==> config.mk <==
export PLATFORM = sky130hd
export DESIGN_NAME = rr_int_mailbox_pcim_flat
export DESIGN_NICKNAME = d
export VERILOG_FILES = /design/src/rtl/rr_int_pcim_pkg.sv /design/src/rtl/rr_axi_bus_t.sv /design/src/rtl/rr_rr_arbiter.sv /design/src/rtl/rr_int_mailbox_pcim.sv /design/src/flat_wrapper.sv
export SDC_FILE = /design/constraint.sdc
export NUM_CORES = 1
export LEC_CHECK = 0
export CAP_MARGIN = 15
export CORE_AREA = 2 2 323 325
export DETAILED_ROUTE_END_ITERATION = 7
export DIE_AREA = 0 0 325 327
export HOLD_SLACK_MARGIN = 0.12
export SYNTH_ARGS = -nofsm -noshare
export SYNTH_HDL_FRONTEND = slang
export SYNTH_HIERARCHICAL = 1
export SYNTH_SLANG_ARGS = --single-unit
==> constraint.sdc <==
create_clock -name clk -period 17.1 [get_ports clk]
set_input_delay 2.565 -clock clk [delete_from_list [all_inputs] [get_ports clk]]
set_output_delay 2.565 -clock clk [all_outputs]
set_load 0.01 [all_outputs]
==> src/rtl/rr_int_pcim_pkg.sv <==
// Shared types and constants for the interrupt-to-PCIM mailbox writer.
package rr_int_pcim_pkg;

    typedef enum logic [1:0] {
        IDLE  = 2'd0,
        ISSUE = 2'd1,
        STALL = 2'd2
    } state_t;

    // Mailbox payload layout inside wdata
    localparam int SEQ_LSB = 0;
    localparam int SEQ_W   = 32;
    localparam int IDX_LSB = 32;
    localparam int IDX_W   = 16;

    // AXI ID width and outstanding-counter width (holds up to 15)
    localparam int ID_W  = 16;
    localparam int CNT_W = 4;

endpackage

==> src/rtl/rr_axi_bus_t.sv <==
// Write-oriented PCIM bus; the mailbox drives it through the slave modport.
interface rr_axi_bus_t #(
    parameter int ADDR_W = 64,
    parameter int DATA_W = 512
) ();
    logic [ADDR_W-1:0]   awaddr;
    logic [15:0]         awid;
    logic [7:0]          awlen;
    logic [2:0]          awsize;
    logic                awvalid;
    logic                awready;
    logic [DATA_W-1:0]   wdata;
    logic [15:0]         wid;
    logic [DATA_W/8-1:0] wstrb;
    logic                wlast;
    logic                wvalid;
    logic                wready;
    logic [15:0]         bid;
    logic [1:0]          bresp;
    logic                bvalid;
    logic                bready;
    logic                arvalid;
    logic                rready;

    modport slave (
        output awaddr, awid, awlen, awsize, awvalid,
        input  awready,
        output wdata, wid, wstrb, wlast, wvalid,
        input  wready,
        input  bid, bresp, bvalid,
        output bready, arvalid, rready
    );
endinterface

==> src/rtl/rr_rr_arbiter.sv <==
// Round-robin arbiter: picks the first requester after the last grant.
module rr_rr_arbiter #(
    parameter int N = 16,
    localparam int IW = (N > 1) ? $clog2(N) : 1
) (
    input  logic          clk,
    input  logic          rstn,
    input  logic [N-1:0]  req,
    input  logic          advance,
    output logic [N-1:0]  grant,
    output logic [IW-1:0] index
);
    logic [IW-1:0] last;
    logic [IW-1:0] cidx;
    logic          found;
    int            cand;

    // Scan candidates starting one past the last grant, wrapping at N
    always_comb begin
        grant = '0;
        index = '0;
        found = 1'b0;
        cand  = 0;
        cidx  = '0;
        for (int k = 1; k <= N; k++) begin
            cand = int'(last) + k;
            if (cand >= N) cand = cand - N;
            cidx = IW'(cand);
            if (!found && req[cidx]) begin
                found       = 1'b1;
                grant[cidx] = 1'b1;
                index       = cidx;
            end
        end
    end

    // Remember the last granted index; reset to N-1 so index 0 is tried first
    always_ff @(posedge clk) begin
        if (!rstn) last <= IW'(N - 1);
        else if (advance && (|req)) last <= index;
    end

endmodule

==> src/rtl/rr_int_mailbox_pcim.sv <==
// Turns per-source interrupt requests into single-beat PCIM mailbox writes
// (one slot per source) and returns a per-source ack/err on B response.
module rr_int_mailbox_pcim
    import rr_int_pcim_pkg::*;
#(
    parameter int NUM_INT         = 16,
    parameter int AXI_ADDR_WIDTH  = 64,
    parameter int AXI_WIDTH       = 512,
    parameter int MAX_OUTSTANDING = 4
) (
    input  logic                      clk,
    input  logic                      rstn,
    input  logic [AXI_ADDR_WIDTH-1:0] offset,
    input  logic                      offset_update,
    input  logic [NUM_INT-1:0]        int_req,
    output logic [NUM_INT-1:0]        int_ack,
    output logic [NUM_INT-1:0]        int_err,
    output logic                      busy,
    rr_axi_bus_t.slave                pcim
);
    localparam int BYTES = AXI_WIDTH / 8;
    localparam int BSH   = $clog2(BYTES);
    localparam int IW    = (NUM_INT > 1) ? $clog2(NUM_INT) : 1;
    localparam logic [CNT_W-1:0] MAX_CNT = CNT_W'(MAX_OUTSTANDING);

    state_t                    state, state_next;
    logic [NUM_INT-1:0]        pending;
    logic [NUM_INT-1:0]        grant;
    logic [IW-1:0]             grant_idx;
    logic                      grant_fire;
    logic                      complete;
    logic                      b_hs;
    logic                      b_known;
    logic [IW-1:0]             bid_idx;
    logic [AXI_ADDR_WIDTH-1:0] base;
    logic [AXI_ADDR_WIDTH-1:0] awaddr;
    logic [ID_W-1:0]           awid;
    logic [ID_W-1:0]           idx16;
    logic [AXI_WIDTH-1:0]      wdata;
    logic [AXI_WIDTH-1:0]      wdata_next;
    logic                      awvalid;
    logic                      wvalid;
    logic [31:0]               seq [NUM_INT];
    logic [31:0]               seq_inc;
    logic [CNT_W-1:0]          out_cnt;

    rr_rr_arbiter #(.N(NUM_INT)) u_arb (
        .clk     (clk),
        .rstn    (rstn),
        .req     (pending),
        .advance (grant_fire),
        .grant   (grant),
        .index   (grant_idx)
    );

    // State register
    always_ff @(posedge clk) begin
        if (!rstn) state <= IDLE;
        else       state <= state_next;
    end

    // Next-state: wait for work, respect the outstanding limit, finish on both handshakes
    always_comb begin
        state_next = state;
        case (state)
            IDLE: begin
                if (|pending) state_next = (out_cnt < MAX_CNT) ? ISSUE : STALL;
            end
            ISSUE: begin
                if (complete) state_next = IDLE;
            end
            STALL: begin
                if (out_cnt < MAX_CNT) state_next = ISSUE;
            end
            default: state_next = IDLE;
        endcase
    end

    // Control outputs: grant on entry to ISSUE, completion when both channels are done
    always_comb begin
        grant_fire = ((state == IDLE) && (|pending) && (out_cnt < MAX_CNT)) ||
                     ((state == STALL) && (out_cnt < MAX_CNT));
        complete   = (state == ISSUE) &&
                     (!awvalid || pcim.awready) && (!wvalid || pcim.wready);
        busy       = (state != IDLE) || (out_cnt != '0);
    end

    // Payload and B-channel decode for the current cycle
    always_comb begin
        idx16      = ID_W'(grant_idx);
        seq_inc    = seq[grant_idx] + 32'd1;
        wdata_next = '0;
        wdata_next[SEQ_LSB +: SEQ_W] = seq_inc;
        wdata_next[IDX_LSB +: IDX_W] = idx16;
        b_hs       = pcim.bvalid;
        b_known    = ({16'd0, pcim.bid} < 32'(NUM_INT));
        bid_idx    = pcim.bid[IW-1:0];
    end

    // Pending requests coalesce; a request in the grant cycle re-arms its bit
    always_ff @(posedge clk) begin
        if (!rstn) pending <= '0;
        else       pending <= (pending & ~(grant_fire ? grant : '0)) | int_req;
    end

    // Base address register, independent of any write already latched
    always_ff @(posedge clk) begin
        if (!rstn)              base <= '0;
        else if (offset_update) base <= offset;
    end

    // Per-source sequence counters, bumped at each grant
    always_ff @(posedge clk) begin
        if (!rstn) begin
            for (int i = 0; i < NUM_INT; i++) seq[i] <= '0;
        end else if (grant_fire) begin
            seq[grant_idx] <= seq_inc;
        end
    end

    // Latch the write request at grant; address stays fixed until the write ends
    always_ff @(posedge clk) begin
        if (!rstn) begin
            awaddr <= '0;
            awid   <= '0;
            wdata  <= '0;
        end else if (grant_fire) begin
            awaddr <= base + (AXI_ADDR_WIDTH'(grant_idx) << BSH);
            awid   <= idx16;
            wdata  <= wdata_next;
        end
    end

    // AW and W valids rise together after grant and fall on their own handshakes
    always_ff @(posedge clk) begin
        if (!rstn) begin
            awvalid <= 1'b0;
            wvalid  <= 1'b0;
        end else if (grant_fire) begin
            awvalid <= 1'b1;
            wvalid  <= 1'b1;
        end else begin
            if (awvalid && pcim.awready) awvalid <= 1'b0;
            if (wvalid && pcim.wready)   wvalid  <= 1'b0;
        end
    end

    // Outstanding writes: up on completion, down on any B, never below zero
    always_ff @(posedge clk) begin
        if (!rstn) begin
            out_cnt <= '0;
        end else if (complete && !b_hs) begin
            out_cnt <= out_cnt + 1'b1;
        end else if (!complete && b_hs && (out_cnt != '0)) begin
            out_cnt <= out_cnt - 1'b1;
        end
    end

    // One-cycle ack (and err on non-OKAY) for B responses from known sources
    always_ff @(posedge clk) begin
        if (!rstn) begin
            int_ack <= '0;
            int_err <= '0;
        end else begin
            int_ack <= '0;
            int_err <= '0;
            if (b_hs && b_known) begin
                int_ack[bid_idx] <= 1'b1;
                int_err[bid_idx] <= (pcim.bresp != 2'b00);
            end
        end
    end

    assign pcim.awaddr  = awaddr;
    assign pcim.awid    = awid;
    assign pcim.awlen   = 8'd0;
    assign pcim.awsize  = 3'(BSH);
    assign pcim.awvalid = awvalid;
    assign pcim.wdata   = wdata;
    assign pcim.wid     = awid;
    assign pcim.wstrb   = '1;
    assign pcim.wlast   = 1'b1;
    assign pcim.wvalid  = wvalid;
    assign pcim.bready  = 1'b1;
    assign pcim.arvalid = 1'b0;
    assign pcim.rready  = 1'b1;

endmodule

==> src/flat_wrapper.sv <==
// flat-port wrapper written by rule: the top's interface ports become plain ports
module rr_int_mailbox_pcim_flat import rr_int_pcim_pkg::*;
#(
    parameter int NUM_INT         = 16,
    parameter int AXI_ADDR_WIDTH  = 64,
    parameter int AXI_WIDTH       = 512,
    parameter int MAX_OUTSTANDING = 4
)
  (clk, rstn, offset, offset_update, int_req, int_ack, int_err, busy, pcim_awaddr, pcim_awid, pcim_awlen, pcim_awsize, pcim_awvalid, pcim_awready, pcim_wdata, pcim_wid, pcim_wstrb, pcim_wlast, pcim_wvalid, pcim_wready, pcim_bid, pcim_bresp, pcim_bvalid, pcim_bready, pcim_arvalid, pcim_rready);
  rr_axi_bus_t #(.ADDR_W((64)), .DATA_W((512))) pcim_i ();
  input  logic clk;
  input  logic rstn;
  input  logic [AXI_ADDR_WIDTH-1:0] offset;
  input  logic offset_update;
  input  logic [NUM_INT-1:0] int_req;
  output logic [NUM_INT-1:0] int_ack;
  output logic [NUM_INT-1:0] int_err;
  output logic busy;
  output wire logic [$bits(pcim_i.awaddr)-1:0] pcim_awaddr;
  output wire logic [$bits(pcim_i.awid)-1:0] pcim_awid;
  output wire logic [$bits(pcim_i.awlen)-1:0] pcim_awlen;
  output wire logic [$bits(pcim_i.awsize)-1:0] pcim_awsize;
  output wire logic [$bits(pcim_i.awvalid)-1:0] pcim_awvalid;
  input wire logic [$bits(pcim_i.awready)-1:0] pcim_awready;
  output wire logic [$bits(pcim_i.wdata)-1:0] pcim_wdata;
  output wire logic [$bits(pcim_i.wid)-1:0] pcim_wid;
  output wire logic [$bits(pcim_i.wstrb)-1:0] pcim_wstrb;
  output wire logic [$bits(pcim_i.wlast)-1:0] pcim_wlast;
  output wire logic [$bits(pcim_i.wvalid)-1:0] pcim_wvalid;
  input wire logic [$bits(pcim_i.wready)-1:0] pcim_wready;
  input wire logic [$bits(pcim_i.bid)-1:0] pcim_bid;
  input wire logic [$bits(pcim_i.bresp)-1:0] pcim_bresp;
  input wire logic [$bits(pcim_i.bvalid)-1:0] pcim_bvalid;
  output wire logic [$bits(pcim_i.bready)-1:0] pcim_bready;
  output wire logic [$bits(pcim_i.arvalid)-1:0] pcim_arvalid;
  output wire logic [$bits(pcim_i.rready)-1:0] pcim_rready;
  assign pcim_awaddr = pcim_i.awaddr;
  assign pcim_awid = pcim_i.awid;
  assign pcim_awlen = pcim_i.awlen;
  assign pcim_awsize = pcim_i.awsize;
  assign pcim_awvalid = pcim_i.awvalid;
  assign pcim_i.awready = pcim_awready;
  assign pcim_wdata = pcim_i.wdata;
  assign pcim_wid = pcim_i.wid;
  assign pcim_wstrb = pcim_i.wstrb;
  assign pcim_wlast = pcim_i.wlast;
  assign pcim_wvalid = pcim_i.wvalid;
  assign pcim_i.wready = pcim_wready;
  assign pcim_i.bid = pcim_bid;
  assign pcim_i.bresp = pcim_bresp;
  assign pcim_i.bvalid = pcim_bvalid;
  assign pcim_bready = pcim_i.bready;
  assign pcim_arvalid = pcim_i.arvalid;
  assign pcim_rready = pcim_i.rready;
  rr_int_mailbox_pcim #(.NUM_INT(NUM_INT), .AXI_ADDR_WIDTH(AXI_ADDR_WIDTH), .AXI_WIDTH(AXI_WIDTH), .MAX_OUTSTANDING(MAX_OUTSTANDING)) u_core (.clk(clk), .rstn(rstn), .offset(offset), .offset_update(offset_update), .int_req(int_req), .int_ack(int_ack), .int_err(int_err), .busy(busy), .pcim(pcim_i));
endmodule
# Word-level counts from Yosys, hierarchy flattened
# Memory sizes are Yosys's and may differ from the RTL's.
# Index checks and enable logic that the tools add are counted.
# W data, S select, Z words.
[word_totals]
reg_bits = 228
ramBits = 512
in_bits = 104
out_inout_bits = 722
wordCells = 351
memories = 1
[mem_list]
columns = ["memory", "words", "word_bits", "rd", "rd_ports_with_merged_regs", "wr", "line_no", "text"]
rows = [
  ["u_core.seq", 16, 32, 1, 0, 16, "rr_int_mailbox_pcim.sv:43", "logic [31:0] seq [NUM_INT];"],
]
[op_classes]
n_addsub = 36
order_cmp = 52
n_eq_ne = 5
n_mux = 148
n_bitwise = 19
reduce_logical = 78
[op_table]
columns = ["operator", "n"]
rows = [
  ["$mux W16", 17],
  ["$or A16 B16 Y16", 16],
  ["$mux W4", 35],
  ["$lt A4 B5 Y1 const B", 17],
  ["$ge A5 B5 Y1 const B", 15],
  ["$demux W1 S4", 17],
  ["$ge A4 B1 Y1 const B", 17],
  ["$sub A4 B1 Y4 const B", 17],
  ["$add A64 B10 Y64", 1],
  ["$bmux W1 S4", 16],
  ["$mux W1", 57],
  ["$logic_and A1 B1 Y1", 44],
  ["$add A4 B4 Y5 const B", 8],
  ["$add A32 B1 Y32 const B", 1],
  ["$and A16 B16 Y16", 2],
  ["$mux W32", 1],
  ["$reduce_or A32 Y1", 1],
  ["$add A4 B3 Y5 const B", 4],
  ["$logic_not A1 Y1", 19],
  ["$lt A16 B5 Y1 const B", 1],
  ["$not A16 Y16", 1],
  ["$reduce_or A16 Y1", 1],
  ["$add A4 B2 Y5 const B", 2],
  ["$reduce_bool A2 Y1", 5],
  ["other kinds (16)", 23],
]

# Longest topological paths before layout
[depth]
ltp_word = 55
ltp_mapped = 30
mapped_depth_nobuf = 20

# By module
# Netlist, hierarchy kept.
[modules_own_cells]
columns = ["mod", "instances", "cells_per_inst", "area_each_um2", "seq_area_each_um2"]
rows = [
  ["rr_int_mailbox_pcim", 1, 3016, 35627.9, 19779.0],
  ["rr_rr_arbiter", 1, 664, 4584.4, 80.1],
]

# Least setup slack after synthesis
# Ideal clock, no wire load.
[synth_path]
kind = "reg2reg"
start = "reg u_core.u_arb.last[1]"
end = "mem u_core.seq[0][30] (data pin)"
setup_ns = 0.264
arrival_ns = 7.137
required_ns = 16.836
setup_slack_ns = 9.698
path_stages_with_launch = 29
n_path_buf = 10
synth_period_minus_slack_ns = 7.402
cell_sequence = "dfxtp_1 buf_2 inv_1 ha_1 clkbuf_1 buf_2 mux4_2 mux2_2 mux2_2 nor4_2 and4_1 buf_4 nand3_4 clkbuf_1 o21ai_0 buf_4 buf_2 mux4_2 a22oi_1 nand2_1 clkbuf_1 buf_1 ha_1 nand3_2 nor4b_4 nand4_1 xnor2_2 buf_6 nor2_2"
[synth_rtl]
columns = ["item", "line_no", "text"]
rows = [
  ["start: declaration", "rr_rr_arbiter.sv:13", "logic [IW-1:0] last;"],
  ["start signal: assignment", "rr_rr_arbiter.sv:39", "if (!rstn) last <= IW'(N - 1);"],
  ["start signal: assignment", "rr_rr_arbiter.sv:40", "else if (advance && (|req)) last <= index;"],
  ["end: declaration", "rr_int_mailbox_pcim.sv:43", ""],
]

==> impl_metrics.xml <==
<?xml version="1.0" encoding="UTF-8"?>
<metrics>
  <group name="floorplanning">
    <metric name="die_width" unit="µm">325</metric>
    <metric name="dieHeight" unit="µm">327</metric>
    <metric name="start_util" unit="%">39.1</metric>
    <metric name="die_area" unit="µm²">106000</metric>
    <metric name="num_rows" unit="">118</metric>
    <metric name="num_io_pins" unit="">826</metric>
    <metric name="coreArea" unit="µm²">103000</metric>
  </group>
  <group name="drt">
    <metric name="via_per_inst" unit="">5.32</metric>
    <metric name="avgRoutedWirePerCell" unit="µm">24.0</metric>
    <metric name="vias" unit="">28152</metric>
    <metric name="drcViolationCount" unit="">0</metric>
    <metric name="detail-route-antenna-nets" unit="">0</metric>
    <metric name="drt_first_pass_iters" unit="">5</metric>
    <metric name="wl" unit="µm">127000</metric>
    <metric name="dr.first_iter.drc_count" unit="">3093</metric>
  </group>
  <group name="timing">
    <metric name="final_max_slew_viol_count" unit="">0</metric>
    <metric name="period_share" unit="%">62.5</metric>
    <metric name="setup_viol" unit="">0</metric>
    <metric name="grt_setup_unrepaired" unit="">false</metric>
    <metric name="tightest_slew" unit="ns">1.38</metric>
    <metric name="final_hold_viol_count" unit="">0</metric>
    <metric name="clock_skew" unit="ns">0.0429</metric>
    <metric name="fmaxAchievable" unit="MHz">93.5</metric>
    <metric name="worst_slew_slack_as_a_fraction_of_its_limit" unit="%">7.22</metric>
    <metric name="setup_tns" unit="ns">0</metric>
    <metric name="min_tclk_post_route" unit="ns">10.69</metric>
  </group>
  <group name="clock_tree">
    <metric name="root_buffer" unit="">clkbuf_16</metric>
    <metric name="cts-buffers-inserted" unit="">82</metric>
    <metric name="tritoncts" unit="">done</metric>
    <metric name="cts_sinks" unit="">736</metric>
    <metric name="number_of_levels_in_the_clock_h_tree" unit="">3</metric>
    <metric name="hold_buffers" unit="">0</metric>
    <metric name="worst_skew_pair.late_latency" unit="ns">0.67</metric>
    <metric name="clk_transition_reported_paths" unit="ns">0.06</metric>
    <metric name="cts.path.max_buffers" unit="">3</metric>
    <metric name="post-cts-setup-buffers" unit="">0</metric>
    <metric name="post_cts_resize_count" unit="">0</metric>
  </group>
  <group name="worst_setup_path">
    <metric name="critPathKind" unit="">register to register</metric>
    <metric name="worst_setup_path_end_kind" unit="">register</metric>
    <metric name="worst_path_max_delay_cell" unit="">ha_1</metric>
    <metric name="regToRegStartpoint" unit="">u_core/u_arb/last[1]$_SDFFE_PN1P_</metric>
    <metric name="max_stage_delay" unit="ns">1.12</metric>
    <metric name="start_kind" unit="">register</metric>
    <metric name="critical_path_arrival" unit="ns">11.07</metric>
    <metric name="cp.required" unit="ns">17.48</metric>
    <metric name="cp_cell_sequence" unit="">buf_4 &gt; inv_1 &gt; ha_1 &gt; mux4_2 &gt; mux2i_1 &gt; mux2i_1 &gt; nor4_4 &gt; and4_1 &gt; nand2_1 &gt; nand4_1 &gt; o21a_4 &gt; buf_4 &gt; mux4_2 &gt; a22oi_1 &gt; nand2_1 &gt; ha_1 &gt; nand3_2 &gt; nor4b_4 &gt; nand4_1 &gt; xnor2_2 &gt; nor2_1</metric>
    <metric name="rr_endpoint" unit="">u_core/seq[13][30]$_SDFFCE_PN0P_</metric>
    <metric name="timing.reg2reg.worst_path_depth" unit="">21</metric>
    <metric name="setup.reg_to_reg.worst_slack" unit="ns">6.41</metric>
    <metric name="cp_max_fo" unit="">44</metric>
  </group>
  <group name="global_route">
    <metric name="grt_pass1_wl" unit="µm">182000</metric>
    <metric name="grt_antenna_before_repair" unit="">0</metric>
    <metric name="met2_track_demand_over_resource_in_global_routing" unit="%">38.7</metric>
    <metric name="gr-usage-met1" unit="%">30.1</metric>
    <metric name="grt-busiest-layer" unit="">met2</metric>
    <metric name="grt_util_met3" unit="%">3.60</metric>
    <metric name="first_global_vias" unit="">26199</metric>
    <metric name="gr-total-overflow" unit="">0</metric>
    <metric name="grt_max_degree" unit="">139</metric>
    <metric name="gr-usage-all-layers" unit="%">22.9</metric>
  </group>
  <group name="run">
    <metric name="drv_cap" unit="">0</metric>
  </group>
  <group name="worst_hold_path">
    <metric name="min_to" unit="">u_core/pcim.awaddr[4]$_SDFFE_PN0N_</metric>
    <metric name="hp-start" unit="">u_core/pcim.awaddr[4]$_SDFFE_PN0N_</metric>
    <metric name="worstHoldPathType" unit="">register to register</metric>
    <metric name="timing.hold.worst_path_depth" unit="">2</metric>
  </group>
  <group name="synth">
    <metric name="yosysTopAreaCell" unit="">edfxtp_1</metric>
    <metric name="async_reset_ff_share" unit="%">0</metric>
    <metric name="synth.distinct_cells" unit="">102</metric>
    <metric name="synth_edf_count" unit="">512</metric>
    <metric name="synth-seq-cells" unit="">736</metric>
    <metric name="netlist.area_leader.share" unit="%">38.2</metric>
    <metric name="netlist_instances" unit="">3680</metric>
    <metric name="synth.yosys.warnings" unit="">6</metric>
    <metric name="synth_area_leaders" unit="">edfxtp_1 (38%), dfxtp_1 (11%), buf_4 (11%), mux4_2 (8.0%), nor2_1 (7.0%)</metric>
    <metric name="synth-seq-area-share" unit="%">49.4</metric>
    <metric name="ys_dominant_reg_cell" unit="">edfxtp_1</metric>
    <metric name="synth_area" unit="µm²">40200</metric>
    <metric name="syn-mean-instance-area" unit="µm²">10.9</metric>
  </group>
  <group name="layout">
    <metric name="drive_above_1_share" unit="%">12.3</metric>
    <metric name="mostFrequentLayoutCell" unit="">nor2_1</metric>
    <metric name="num-nets-final" unit="">3971</metric>
    <metric name="utilization" unit="%">43.2</metric>
    <metric name="stdcell_count" unit="">5290</metric>
    <metric name="multi_input_area" unit="µm²">16900</metric>
    <metric name="area_growth_syn_to_layout" unit="%">10.5</metric>
    <metric name="layout.cells.most_common_list" unit="">nor2_1 (754), conb_1 (579), edfxtp_1 (512)</metric>
    <metric name="antenna_diodes" unit="">0</metric>
    <metric name="nFillCells" unit="">9731</metric>
    <metric name="ff_latch_area" unit="µm²">19900</metric>
  </group>
  <group name="run_status">
    <metric name="status" unit="">finished, final reports clean</metric>
  </group>
  <group name="placed_design">
    <metric name="io_buffer_count" unit="">246</metric>
    <metric name="place_hpwl" unit="µm">81300</metric>
    <metric name="gp_routability_congestion" unit="">1.03</metric>
    <metric name="place_inst" unit="">5138</metric>
  </group>
</metrics>
sequential cells by signal (all words and copies together), names as in the netlist:
signal,count
u_core/pcim.awvalid,1
u_core/out_cnt,4
u_core/seq,512
u_core/int_ack,16
u_core/base,64
u_core/pcim.wvalid,1
u_core/pending,16
u_core/state,2
u_core/pcim.wdata,36
u_core/pcim.awaddr,64
u_core/u_arb/last,4
u_core/int_err,16
worst max-delay path: cells and delay by family (launching register included):
kind / cells / cell delay [ns]
xor+xnor: 1 / 0.86
mux: 4 / 1.65
flops: 1 / 0.31
simple gates: 9 / 4.20
compound gates: 2 / 0.50
buf+inv: 3 / 1.40
fa+ha+maj: 2 / 1.43
cell type report:
cell class,count,share of cell area [%]
Sequential cell,736,44.7
Multi-Input combinational cell,2667,38.1
Timing Repair Buffer,328,6.94
Clock buffer,120,5.37
Tap cell,1380,3.89
Clock inverter,32,0.788
Inverter,27,0.251
kinds of logic (layout without fill, tap and decap cells):
| kind of cell | after synthesis | after routing | synth area share, % |
|---|---|---|---|
| XOR/XNOR | 101 | 101 | 2.68 |
| AND/OR/NAND/NOR | 1273 | 1273 | 14.2 |
| flip-flops | 736 | 736 | 49.4 |
| adder cells (fa/ha/maj) | 25 | 25 | 0.815 |
| multiplexers | 250 | 250 | 11.2 |
| other | 2 | 579 | 0.0187 |
| AO/OA/AOI/OAI | 439 | 439 | 7.35 |
| buffers and inverters | 854 | 507 | 14.3 |
through the flow:
step	instance area, µm²	hold slack [ns]	setup WS (ns)
4_1_cts	44400	0.452	6.57
3_3_place_gp	41700	0.438	6.83
5_1_grt	44400	0.474	5.57
6_report	44400	0.452	6.41
3_5_place_dp	41700	0.444	6.61
2_1_floorplan	42400	0.431	9.70
synthesized netlist by cell type (all sizes together) (7+ instances only):
library cell	count
nand4	53
nor3	38
mux2	12
a211oi	66
nor4	28
and3	32
a32oi	7
clkbuf	149
xnor2	52
edfxtp	512
a31oi	12
a22oi	64
nor4b	7
o221ai	12
nand2	215
o22ai	16
mux4	155
o211ai	14
nor2	766
dfxtp	224
a21oi	101
buf	678
nor2b	10
ha	23
nand2b	10
and4	9
inv	26
nand3	76
mux2i	83
xor2	49
o31ai	8
a22o	8
or3	8
o21ai	75
worst max-delay path by stage:
stage,from,end,slack [ns],cells past startpoint
2_1_floorplan,u_core/u_arb/last[1]$_SDFFE_PN1P_,u_core/seq[0][30]$_SDFFCE_PN0P_,9.70,28
3_3_place_gp,u_core/u_arb/last[1]$_SDFFE_PN1P_,u_core/seq[12][30]$_SDFFCE_PN0P_,6.83,21
3_5_place_dp,u_core/u_arb/last[1]$_SDFFE_PN1P_,u_core/seq[13][30]$_SDFFCE_PN0P_,6.61,21
4_1_cts,u_core/u_arb/last[1]$_SDFFE_PN1P_,u_core/seq[13][30]$_SDFFCE_PN0P_,6.57,21
5_1_grt,u_core/u_arb/last[1]$_SDFFE_PN1P_,u_core/seq[15][30]$_SDFFCE_PN0P_,5.57,21
6_report,u_core/u_arb/last[1]$_SDFFE_PN1P_,u_core/seq[13][30]$_SDFFCE_PN0P_,6.41,21
routing by layer:
| layer | up-vias | part of all wire (%) |
|---|---|---|
| met3 | 234 | 7.9 |
| li1 | 12314 | - |
| met1 | 14074 | 40 |
| met5 | - | 0 |
| met4 | 0 | 3.2 |
| met2 | 1530 | 49 |
Power is not shown: default switching activity piles up to over one toggle a cycle in this logic, so the estimate is an artifact.
